`config.mk`:
```
export PLATFORM = sky130hd
export DESIGN_NAME = mc_control_flat
export DESIGN_NICKNAME = d
export VERILOG_FILES = /design/src/rtl/mc_control_pkg.sv /design/src/rtl/mc_control_if.sv /design/src/rtl/mc_control_ctrl_decode.sv /design/src/rtl/mc_control.sv /design/src/flat_wrapper.sv
export SDC_FILE = /design/constraint.sdc
export NUM_CORES = 1
export LEC_CHECK = 0
export BUFFER_PORTS_ARGS = -buffer_cell sky130_fd_sc_hd__buf_2
export CAP_MARGIN = 20
export CORE_MARGIN = 4
export CORE_UTILIZATION = 35
export CTS_BUF_LIST = sky130_fd_sc_hd__clkbuf_4 sky130_fd_sc_hd__clkbuf_8
export CTS_CLUSTER_SIZE = 12
export DETAILED_ROUTE_END_ITERATION = 6
export PLACE_DENSITY = 0.66
export SLEW_MARGIN = 20
export SYNTH_ARGS = -nofsm -noshare
export SYNTH_HDL_FRONTEND = slang
export SYNTH_SLANG_ARGS = --single-unit
```
`constraint.sdc`:
```
create_clock -name clk -period 1.9 [get_ports clk]
set_input_delay 0.095 -clock clk [delete_from_list [all_inputs] [get_ports clk]]
set_output_delay 0.095 -clock clk [all_outputs]
set_load 0.03 [all_outputs]
```
`src/rtl/mc_control_pkg.sv`:
```
// Shared definitions for the multi-cycle control unit: opcodes, FSM state
// encoding, instruction classes and the pc/write-back/branch encodings.
package mc_control_pkg;

  localparam logic [6:0] OP_R      = 7'b0110011;
  localparam logic [6:0] OP_I      = 7'b0010011;
  localparam logic [6:0] OP_LOAD   = 7'b0000011;
  localparam logic [6:0] OP_STORE  = 7'b0100011;
  localparam logic [6:0] OP_BRANCH = 7'b1100011;
  localparam logic [6:0] OP_JAL    = 7'b1101111;
  localparam logic [6:0] OP_JALR   = 7'b1100111;
  localparam logic [6:0] OP_LUI    = 7'b0110111;

  typedef enum logic [2:0] {
    S_IDLE   = 3'd0,
    S_FETCH  = 3'd1,
    S_DECODE = 3'd2,
    S_EXEC   = 3'd3,
    S_MEM    = 3'd4,
    S_WB     = 3'd5,
    S_TRAP   = 3'd6
  } state_t;

  typedef enum logic [2:0] {
    C_R, C_I, C_LOAD, C_STORE, C_BRANCH, C_JAL, C_JALR, C_LUI
  } iclass_t;

  localparam logic [1:0] PC_PLUS4 = 2'b00;
  localparam logic [1:0] PC_IMM   = 2'b01;
  localparam logic [1:0] PC_ALU   = 2'b10;

  localparam logic [1:0] WB_ALU = 2'b00;
  localparam logic [1:0] WB_MEM = 2'b01;
  localparam logic [1:0] WB_PC4 = 2'b10;

  localparam logic [1:0] ALUOP_ADD = 2'b00;
  localparam logic [1:0] ALUOP_BR  = 2'b01;
  localparam logic [1:0] ALUOP_R   = 2'b10;

  // beq/bne compare through the zero flag (111); the rest select an ALU compare.
  function automatic logic [2:0] branch_type(input logic [2:0] funct3);
    case (funct3)
      3'b000, 3'b001: branch_type = 3'b111;
      3'b100:         branch_type = 3'b000;
      3'b101:         branch_type = 3'b001;
      3'b110:         branch_type = 3'b100;
      3'b111:         branch_type = 3'b101;
      default:        branch_type = 3'b000;
    endcase
  endfunction

endpackage

```
`src/rtl/mc_control_if.sv`:
```
// Instruction- and data-memory handshake bundle between controller and memories.
interface mc_control_if;
  logic        imem_req;
  logic        imem_ack;
  logic [31:0] imem_rdata;
  logic        dmem_req;
  logic        dmem_we;
  logic        dmem_ack;

  modport master (
    output imem_req, input imem_ack, input imem_rdata,
    output dmem_req, output dmem_we, input dmem_ack
  );

  modport slave (
    input imem_req, output imem_ack, output imem_rdata,
    input dmem_req, input dmem_we, output dmem_ack
  );
endinterface

```
`src/rtl/mc_control_ctrl_decode.sv`:
```
// Combinational opcode classifier; unknown opcodes are flagged as not legal.
module ctrl_decode
  import mc_control_pkg::*;
(
  input  logic [6:0] opcode,
  output iclass_t    iclass,
  output logic       legal
);

  always_comb begin
    iclass = C_R;
    legal  = 1'b1;
    case (opcode)
      OP_R:      iclass = C_R;
      OP_I:      iclass = C_I;
      OP_LOAD:   iclass = C_LOAD;
      OP_STORE:  iclass = C_STORE;
      OP_BRANCH: iclass = C_BRANCH;
      OP_JAL:    iclass = C_JAL;
      OP_JALR:   iclass = C_JALR;
      OP_LUI:    iclass = C_LUI;
      default:   legal  = 1'b0;
    endcase
  end

endmodule

```
`src/rtl/mc_control.sv`:
```
// Multi-cycle CPU control FSM: fetch/decode/execute/memory/write-back sequencing
// with a sticky trap on illegal opcodes.
module mc_control
  import mc_control_pkg::*;
(
  input  logic              clk,
  input  logic              rst_n,
  mc_control_if.master      mem,
  output logic [31:0]       instr_q,
  output logic [1:0]        ALUOp,
  output logic              ALUSrc,
  output logic [2:0]        BranchType,
  output logic              Jump,
  output logic              lui,
  input  logic              zero,
  input  logic              less,
  output logic              pc_write,
  output logic [1:0]        pc_src,
  output logic              reg_write,
  output logic [1:0]        wb_sel,
  output logic              illegal,
  output logic [2:0]        state_o
);

  state_t      state_reg;
  logic [31:0] instr_reg;
  logic        illegal_reg;
  iclass_t     iclass;
  logic        legal;
  logic        taken;

  ctrl_decode u_decode (
    .opcode (instr_reg[6:0]),
    .iclass (iclass),
    .legal  (legal)
  );

  assign instr_q = instr_reg;
  assign illegal = illegal_reg;
  assign state_o = state_reg;

  always_comb begin
    case (instr_reg[14:12])
      3'b000:  taken = zero;
      3'b001:  taken = !zero;
      default: taken = less;
    endcase
  end

  always_ff @(posedge clk or negedge rst_n) begin
    if (!rst_n) begin
      state_reg   <= S_IDLE;
      instr_reg   <= '0;
      illegal_reg <= 1'b0;
    end else begin
      case (state_reg)
        S_IDLE:  state_reg <= S_FETCH;
        S_FETCH: begin
          if (mem.imem_ack) begin
            instr_reg <= mem.imem_rdata;
            state_reg <= S_DECODE;
          end
        end
        S_DECODE: begin
          if (legal) begin
            state_reg <= S_EXEC;
          end else begin
            state_reg   <= S_TRAP;
            illegal_reg <= 1'b1;
          end
        end
        S_EXEC: begin
          case (iclass)
            C_BRANCH:        state_reg <= S_FETCH;
            C_LOAD, C_STORE: state_reg <= S_MEM;
            default:         state_reg <= S_WB;
          endcase
        end
        S_MEM: begin
          if (mem.dmem_ack) state_reg <= (iclass == C_STORE) ? S_FETCH : S_WB;
        end
        S_WB:    state_reg <= S_FETCH;
        S_TRAP:  state_reg <= S_TRAP;
        default: state_reg <= S_IDLE;
      endcase
    end
  end

  // Outputs follow the current state and latched instruction; only the
  // branch pc_src choice looks at the ALU flags.
  always_comb begin
    mem.imem_req = 1'b0;
    mem.dmem_req = 1'b0;
    mem.dmem_we  = 1'b0;
    ALUOp        = ALUOP_ADD;
    ALUSrc       = 1'b0;
    BranchType   = 3'b000;
    Jump         = 1'b0;
    lui          = 1'b0;
    pc_write     = 1'b0;
    pc_src       = PC_PLUS4;
    reg_write    = 1'b0;
    wb_sel       = WB_ALU;
    case (state_reg)
      S_FETCH: mem.imem_req = 1'b1;
      S_EXEC: begin
        case (iclass)
          C_R: ALUOp = ALUOP_R;
          C_I, C_LOAD, C_STORE: ALUSrc = 1'b1;
          C_BRANCH: begin
            ALUOp      = ALUOP_BR;
            BranchType = branch_type(instr_reg[14:12]);
            pc_write   = 1'b1;
            pc_src     = taken ? PC_IMM : PC_PLUS4;
          end
          C_JAL: begin
            Jump     = 1'b1;
            pc_write = 1'b1;
            pc_src   = PC_IMM;
          end
          C_JALR: begin
            Jump     = 1'b1;
            ALUSrc   = 1'b1;
            pc_write = 1'b1;
            pc_src   = PC_ALU;
          end
          C_LUI: lui = 1'b1;
          default: ;
        endcase
      end
      S_MEM: begin
        mem.dmem_req = 1'b1;
        mem.dmem_we  = (iclass == C_STORE);
        pc_write     = (iclass == C_STORE) && mem.dmem_ack;
      end
      S_WB: begin
        reg_write = 1'b1;
        case (iclass)
          C_LOAD: begin
            wb_sel   = WB_MEM;
            pc_write = 1'b1;
          end
          C_JAL, C_JALR: wb_sel = WB_PC4;
          default: pc_write = 1'b1;
        endcase
      end
      default: ;
    endcase
  end

endmodule
```
`src/flat_wrapper.sv`:
```
// flat-port wrapper written by rule: the top's interface ports become plain ports
module mc_control_flat import mc_control_pkg::*;
  (clk, rst_n, instr_q, ALUOp, ALUSrc, BranchType, Jump, lui, zero, less, pc_write, pc_src, reg_write, wb_sel, illegal, state_o, mem_imem_req, mem_imem_ack, mem_imem_rdata, mem_dmem_req, mem_dmem_we, mem_dmem_ack);
  mc_control_if mem_i ();
  input  logic clk;
  input  logic rst_n;
  output logic [31:0] instr_q;
  output logic [1:0] ALUOp;
  output logic ALUSrc;
  output logic [2:0] BranchType;
  output logic Jump;
  output logic lui;
  input  logic zero;
  input  logic less;
  output logic pc_write;
  output logic [1:0] pc_src;
  output logic reg_write;
  output logic [1:0] wb_sel;
  output logic illegal;
  output logic [2:0] state_o;
  output wire logic [$bits(mem_i.imem_req)-1:0] mem_imem_req;
  input wire logic [$bits(mem_i.imem_ack)-1:0] mem_imem_ack;
  input wire logic [$bits(mem_i.imem_rdata)-1:0] mem_imem_rdata;
  output wire logic [$bits(mem_i.dmem_req)-1:0] mem_dmem_req;
  output wire logic [$bits(mem_i.dmem_we)-1:0] mem_dmem_we;
  input wire logic [$bits(mem_i.dmem_ack)-1:0] mem_dmem_ack;
  assign mem_imem_req = mem_i.imem_req;
  assign mem_i.imem_ack = mem_imem_ack;
  assign mem_i.imem_rdata = mem_imem_rdata;
  assign mem_dmem_req = mem_i.dmem_req;
  assign mem_dmem_we = mem_i.dmem_we;
  assign mem_i.dmem_ack = mem_dmem_ack;
  mc_control u_core (.clk(clk), .rst_n(rst_n), .mem(mem_i), .instr_q(instr_q), .ALUOp(ALUOp), .ALUSrc(ALUSrc), .BranchType(BranchType), .Jump(Jump), .lui(lui), .zero(zero), .less(less), .pc_write(pc_write), .pc_src(pc_src), .reg_write(reg_write), .wb_sel(wb_sel), .illegal(illegal), .state_o(state_o));
endmodule
```
==> results by group, run 1 <==
Drt
  • Wire per inst: 14.2 µm
  • Total number of vias: 1,615
  • Final wirelength: 4700 µm
  • Vias/cell: 4.88
  • Initial DRC Count: just over 70
  • 1st-pass router iterations: 4
  • Remaining DRCs: 0
  • Antenna Nets Post-Route: 0

Worst setup path
  • Crit-path max FO: 9
  • Buf/Inv on CP: 2
  • Startpoint types: flip-flop
  • Req. time, crit path: roughly 1.8 ns
  • Crit. End Element: output port
  • R2r endpoint: u_core.instr_q[10]
  • R2R depth: 5
  • CP Cell Sequence: buf_4 > nor3_1 > a31oi_1 > o32ai_1 > a211oi_2 > buf_2
  • Slowest stage delay, CP: ~0.40 ns
  • CP arrival: around 1.9 ns
  • Max stage delay cell, worst path: dfrtp_1
  • RR Startpoint: u_core.state_o[1]
  • Worst R2R Setup Slack: 0.21 ns
  • CP Class: flip-flop to output port
  • Top cell family by delay on the critical path: compound AO/OA/AOI/OAI gates

Clocking
  • Clk slew on worst S/H paths: around 0.07 ns
  • Clk buf depth: 2
  • CTS Root Cell: clkbuf_8
  • H-tree levels: 2
  • Total CTS buffers: 5
  • Clk Latency, worst-skew pair: 0.28 ns
  • CTS sink count: 36
  • TritonCTS clock tree: done

Yosys
  • Mean area per synthesized cell: about 11 µm²
  • Syn Inst Count: roughly 160
  • Top cells by area, synth: dfrtp_1, mux2_2, nor2_1
  • Synth warn: 0
  • Synth Cell Area: ~1800 µm²
  • Synthesis-stage register bit count: 36
  • Yosys top cell area share: 0.496
  • Post-synthesis cell type count: 43
  • Register area share after synthesis: 0.496
  • Post-synth net total: between 150 and 200
  • Yosys top cell by area: dfrtp_1

Cells and area
  • Commonest non-fill, non-tap cells in the layout: buf_2, dfrtp_1, mux2_2
  • Final non-filler cell area: between 2000 and 3000 µm²
  • Max FFs per register: 32
  • # fillers: about 440
  • Ant diodes: 0
  • Fin nets: between 300 and 400
  • Register area: about 910 µm²
  • Finished Layout Cells: 331
  • Most common cell after layout, fill and taps aside: buf_2
  • Area of the multi-input gates: around 870 µm²
  • Layout cell share with drive strength beyond 1: 0.621
  • Area growth from synthesis to layout: 42.9%

Global routing
  • Initial antenna violation count: 0
  • Total track usage: 0.153
  • GRT overflow: 0
  • First-pass GRT wire length: 7600 µm
  • Vias in the first global route: ~1,700
  • Largest net degree at the start of global routing: 38

Power and ir drop
  • PwrDens: approximately 1900 nW/µm²
  • Design Power: between 4 and 5 mW
  • Max VDD drop: around 960 µV
  • Leak: 1.27 nW

STA
  • Worst-Margin Slew: between 0.4 and 0.5 ns
  • Fin Clk Skew: 0.00690 ns
  • Hold slack: about 0.023 ns
  • Final worst slack: -0.0407 ns
  • Hold Fails Final Rpt: 0
  • Rel. slew slack: 0.698
  • RSZ-0062 raised after global routing: true
  • Final setup fails: 1
  • Fin crit period: just under 2 ns
  • Max Freq: 515 MHz
  • Final period utilization: 1.02
  • Final Max Tran Viols: 0

Die
  • Row cnt: 25
  • Io pins: around 90
  • Core area: just under 5000 µm²
  • Die Ht: 80.0 µm
  • Initial Util: 0.372
  • Die Width: approximately 80 µm
  • Die area: 6400 µm²

Job
  • MaxCap Viol Count: 0

Hold path
  • Worst hold stages: 3
  • Min-Delay Endpoint: u_core.instr_q[13]
  • Hold Path Class: primary input to flip-flop
  • Hold Startpoint: mem_imem_rdata[13]

Placement
  • Place WS: 0.198 ns
  • DP HPWL: 3550 µm
  • Dpl cell area: around 2400 µm²
  • GPL Wtd Cong: roughly 0.81
  • Placed Cells: approximately 310
  • Input/output buffers: 90

Outcome
  • Status: finished, violations left
  • Failing checks: setup timing
[cells by family after synthesis]
group | after synthesis | share of synthesized area
and+or+nand+nor | 48 | 0.150
DFF | 36 | 0.496
adders and majority gates | 1 | 0.00689
muxes | 29 | 0.180
buffers and inverters | 18 | 0.0606
xor gates and xnor gates | 1 | 0.00483
AOI/OAI and AO/OA | 26 | 0.101
[how the worst max path moves through the flow]
stage                                  from       endpoint  cells after the start
after CTS                 u_core.state_o[2]  BranchType[1]                      6
after global routing      u_core.instr_q[4]  BranchType[1]                      6
after floorplan           u_core.instr_q[0]            lui                      3
after global placement    u_core.state_o[2]  BranchType[1]                      6
final                     u_core.instr_q[3]       ALUOp[1]                      6
after detailed placement  u_core.state_o[2]  BranchType[1]                      6
[layout make-up]
| cell class | instances | area share |
|---|---|---|
| inverters | 9 | 0.0130 |
| flip-flops and latches | 36 | 0.350 |
| well taps | 67 | 0.0323 |
| repair buffers | 106 | 0.233 |
| clock inverters | 2 | 0.00627 |
| clock buffers | 6 | 0.0294 |
| multi-input cells | 105 | 0.336 |
[metrics by stage]
| step | setup TNS, ns | util |
|---|---|---|
| 2_1_floorplan | 0 | - |
| 5_1_grt | -0.306 | 0.532 |
| 6_report | -0.0407 | 0.532 |
| 4_1_cts | -0.0167 | 0.520 |
| 3_3_place_gp | 0 | 0.485 |
| 3_5_place_dp | 0 | 0.485 |
[Yosys cell counts (all sizes together)]
cell type,n
a2111o,1
a211oi,1
a21o,2
a21oi,4
a221oi,1
a22oi,1
a31oi,3
a32oi,1
and2,4
and3,1
and4,1
buf,8
clkbuf,1
dfrtp,36
ha,1
inv,9
mux2,29
nand2,8
nand2b,2
nand3,3
nand3b,2
nor2,12
nor2b,2
nor3,6
nor3b,2
nor4,1
o21a,2
o21ai,4
o221ai,1
o22a,1
o2bb2ai,1
o31ai,1
o32ai,1
o41ai,1
or2,2
or3,2
xor2,1
[worst min-delay path, delay by kind of cell]
kind,cells,cell delay (ns)
buf+inv,1,0.07
compound gates,1,0.06
simple gates,1,0.04
[per-layer routing]
metal / wire [µm] / global-route usage / part of all wire
met4: 62 / 0.0524 / 0.013
met1: 1910 / 0.183 / 0.41
met5: 0 / 0 / 0
met3: 495 / 0.0700 / 0.11
met2: 2230 / 0.243 / 0.47
[report_power, final]
part	switching [mW]	total, mW	internal, mW	leakage, nW
registers	0.300	1.47	1.17	0.418
logic	1.82	2.97	1.15	0.803
clock network	0.269	0.544	0.275	0.0448
[what timing repair did]
item,in CTS,in global routing
resized for setup,12,9
hold buffers,1,0
hold endpoints to repair,36,0
setup endpoints to repair,6,8
setup buffers,4,4
(Power assumes the default switching activity.)
==> run 2: changes to the inputs <==
Settings changed: PLACE_DENSITY 0.66 to 0.68, SKIP_CTS_REPAIR_TIMING set to 1.
Clock period 1.9 ns to 1.7 ns, I/O delays scaled along.
==> run 2 against run 1 <==
  * Critical path type unchanged
  * First-iteration DRC count is 38% lower
  * Global-route usage rose by 0.055 points
  * The flow still finishes with violations (setup timing)
  * Clock-buffer cell count up 1
  * Combinational power grew 27%
  * Highest routed layer unchanged
  * Setup slack got worse by 0.16 ns
  * Worst hold slack lost 0.021 ns
  * Register-to-register slack worse by 0.16 ns
  * Die area unchanged
  * Power up 20%
  * Clock skew decreased by 0.0025 ns
  * Flip-flop and latch count did not move
==> results by group, run 2 (same netlist as run 1, synthesis figures left out) <==
Outcome
  • Status: finished, violations left
  • Failing checks: setup timing

Global routing
  • Largest net degree at the start of global routing: 35
  • Vias in the first global route: between 1,500 and 2,000
  • Total track usage: 0.154
  • First-pass GRT wire length: approximately 7700 µm
  • Initial antenna violation count: 0
  • GRT overflow: 0

STA
  • Worst-Margin Slew: about 0.73 ns
  • Hold Fails Final Rpt: 0
  • Final worst slack: -0.203 ns
  • Final Max Tran Viols: 0
  • Final setup fails: 10
  • Fin crit period: 1.90 ns
  • RSZ-0062 raised after global routing: true
  • Sum of negative setup slack: -1.08 ns
  • Max Freq: between 500 and 600 MHz
  • Final period utilization: 1.12
  • Rel. slew slack: 0.516
  • Fin Clk Skew: 0.00440 ns

Power and ir drop
  • Max VDD drop: 1270 µV
  • Leak: between 1 and 1.5 nW
  • PwrDens: between 2000 and 2500 nW/µm²

Clocking
  • CTS sink count: 36
  • Total CTS buffers: 5
  • CTS Root Cell: clkbuf_8
  • Clk buf depth: 2
  • Clk Latency, worst-skew pair: approximately 0.28 ns
  • TritonCTS clock tree: done
  • Clk slew on worst S/H paths: around 0.070 ns
  • H-tree levels: 2

Placement
  • GPL Wtd Cong: 0.770
  • Input/output buffers: 90
  • DP HPWL: 3720 µm
  • Dpl cell area: approximately 2600 µm²

Hold path
  • Worst hold stages: 3
  • Min-Delay Endpoint: u_core.instr_q[13]
  • Hold Startpoint: mem_imem_rdata[13]
  • Hold Path Class: primary input to flip-flop

Drt
  • Met2 WL post-DR: 2320 µm
  • Remaining DRCs: 0
  • Vias/cell: ~4.6
  • Post-Route M1 WL: ~2100 µm
  • Antenna Nets Post-Route: 0
  • Total number of vias: around 1,600
  • Wire per inst: ~14 µm
  • 1st-pass router iterations: 4
  • Top layer in use: met4
  • Initial DRC Count: 45
  • DR WL met3: between 400 and 500 µm
  • Final wirelength: 4890 µm

Worst setup path
  • CP Class: flip-flop to output port
  • RR Startpoint: u_core.state_o[1]
  • Startpoint types: flip-flop
  • Req. time, crit path: between 1.5 and 2 ns
  • R2R depth: 5
  • Crit-path max FO: 3
  • Worst R2R Setup Slack: 0.05 ns
  • CP arrival: roughly 1.8 ns
  • R2r endpoint: u_core.instr_q[10]
  • Crit. End Element: output port

Cells and area
  • Commonest non-fill, non-tap cells in the layout: buf_2, buf_4, dfrtp_1
  • Layout cell share with drive strength beyond 1: 0.669
  • Ant diodes: 0
  • Max FFs per register: 32
  • Most common cell after layout, fill and taps aside: buf_2
  • Area growth from synthesis to layout: 58.2%
  • Final non-filler cell area: around 2900 µm²
  • Fin nets: 316
  • # fillers: ~420
  • Final Util: 0.589

Die
  • Io pins: 91
  • Die area: 6400 µm²
  • Die Ht: 80.0 µm
  • Core area: between 4000 and 5000 µm²
  • Initial Util: 0.372
  • Row cnt: 25
  • Die Width: around 80 µm

Job
  • MaxCap Viol Count: 0
[run 2: changes by cell type in the layout (fill, tap and decap cells not counted), moves of 2 or more]
cell,before,now
buf_2,85,76
buf_4,17,29
buf_6,2,10
clkbuf_4,1,3
dfrtp_1,31,29
dfrtp_2,5,7
mux2_2,29,21
mux2_4,0,8
nor2_1,11,7
nor2_4,0,3
nor3_4,0,2
or3_1,2,0
or3_4,0,2
[run 2: power by group]
part           internal (mW)  switching (mW)  leakage [nW]  total (mW)
sequential              1.31           0.279         0.416        1.59
clock                  0.345           0.297        0.0479       0.642
combinational           1.55            2.22         0.924        3.77
total                   3.20            2.80          1.39        6.00
[run 2: area by class of cell]
class | count | area [µm²] | area share
sequential | 36 | 910 | 0.317
multi-input combinational | 105 | 967 | 0.337
clock buffer | 7 | 90.1 | 0.0314
clock inverter | 1 | 7.51 | 0.00261
tap | 67 | 83.8 | 0.0292
timing repair buffer | 120 | 776 | 0.270
inverter | 9 | 38.8 | 0.0135
[run 2: how the worst max path moves through the flow]
stage	start	end	slack, ns
CTS	u_core.instr_q[4]	BranchType[1]	-0.30
floorplan	u_core.state_o[0]	u_core.instr_q[10]	-0.16
detailed placement	u_core.instr_q[4]	BranchType[1]	0.02
finish	u_core.state_o[2]	BranchType[1]	-0.20
global route	u_core.instr_q[4]	BranchType[1]	-0.27
global placement	u_core.instr_q[4]	BranchType[1]	0.05
[run 2: critical path, cell delays in order (launching register included)]
cell and delay, ns:
dfrtp_2 0.40, nand3b_4 0.16, or3_4 0.37, or2_4 0.30, clkinv_4 0.06, and2_4 0.13, buf_6 0.12
[run 2: layer usage]
metal | global-route usage | up-vias
li1 | - | 796
met1 | 0.214 | 739
met2 | 0.223 | 59
met3 | 0.0598 | 2
met4 | 0.0405 | 0
met5 | 0 | -
[run 2: metrics by stage]
step	hold slack (ns)	total power [mW]	setup slack [ns]	instances
6_report	0.00211	6.00	-0.203	345
5_1_grt	0.0124	6.40	-0.272	345
4_1_cts	-0.121	5.81	-0.298	335
3_5_place_dp	0.189	5.14	0.0182	327
3_3_place_gp	0.188	5.11	0.0540	327
2_1_floorplan	-0.211	4.09	-0.161	159
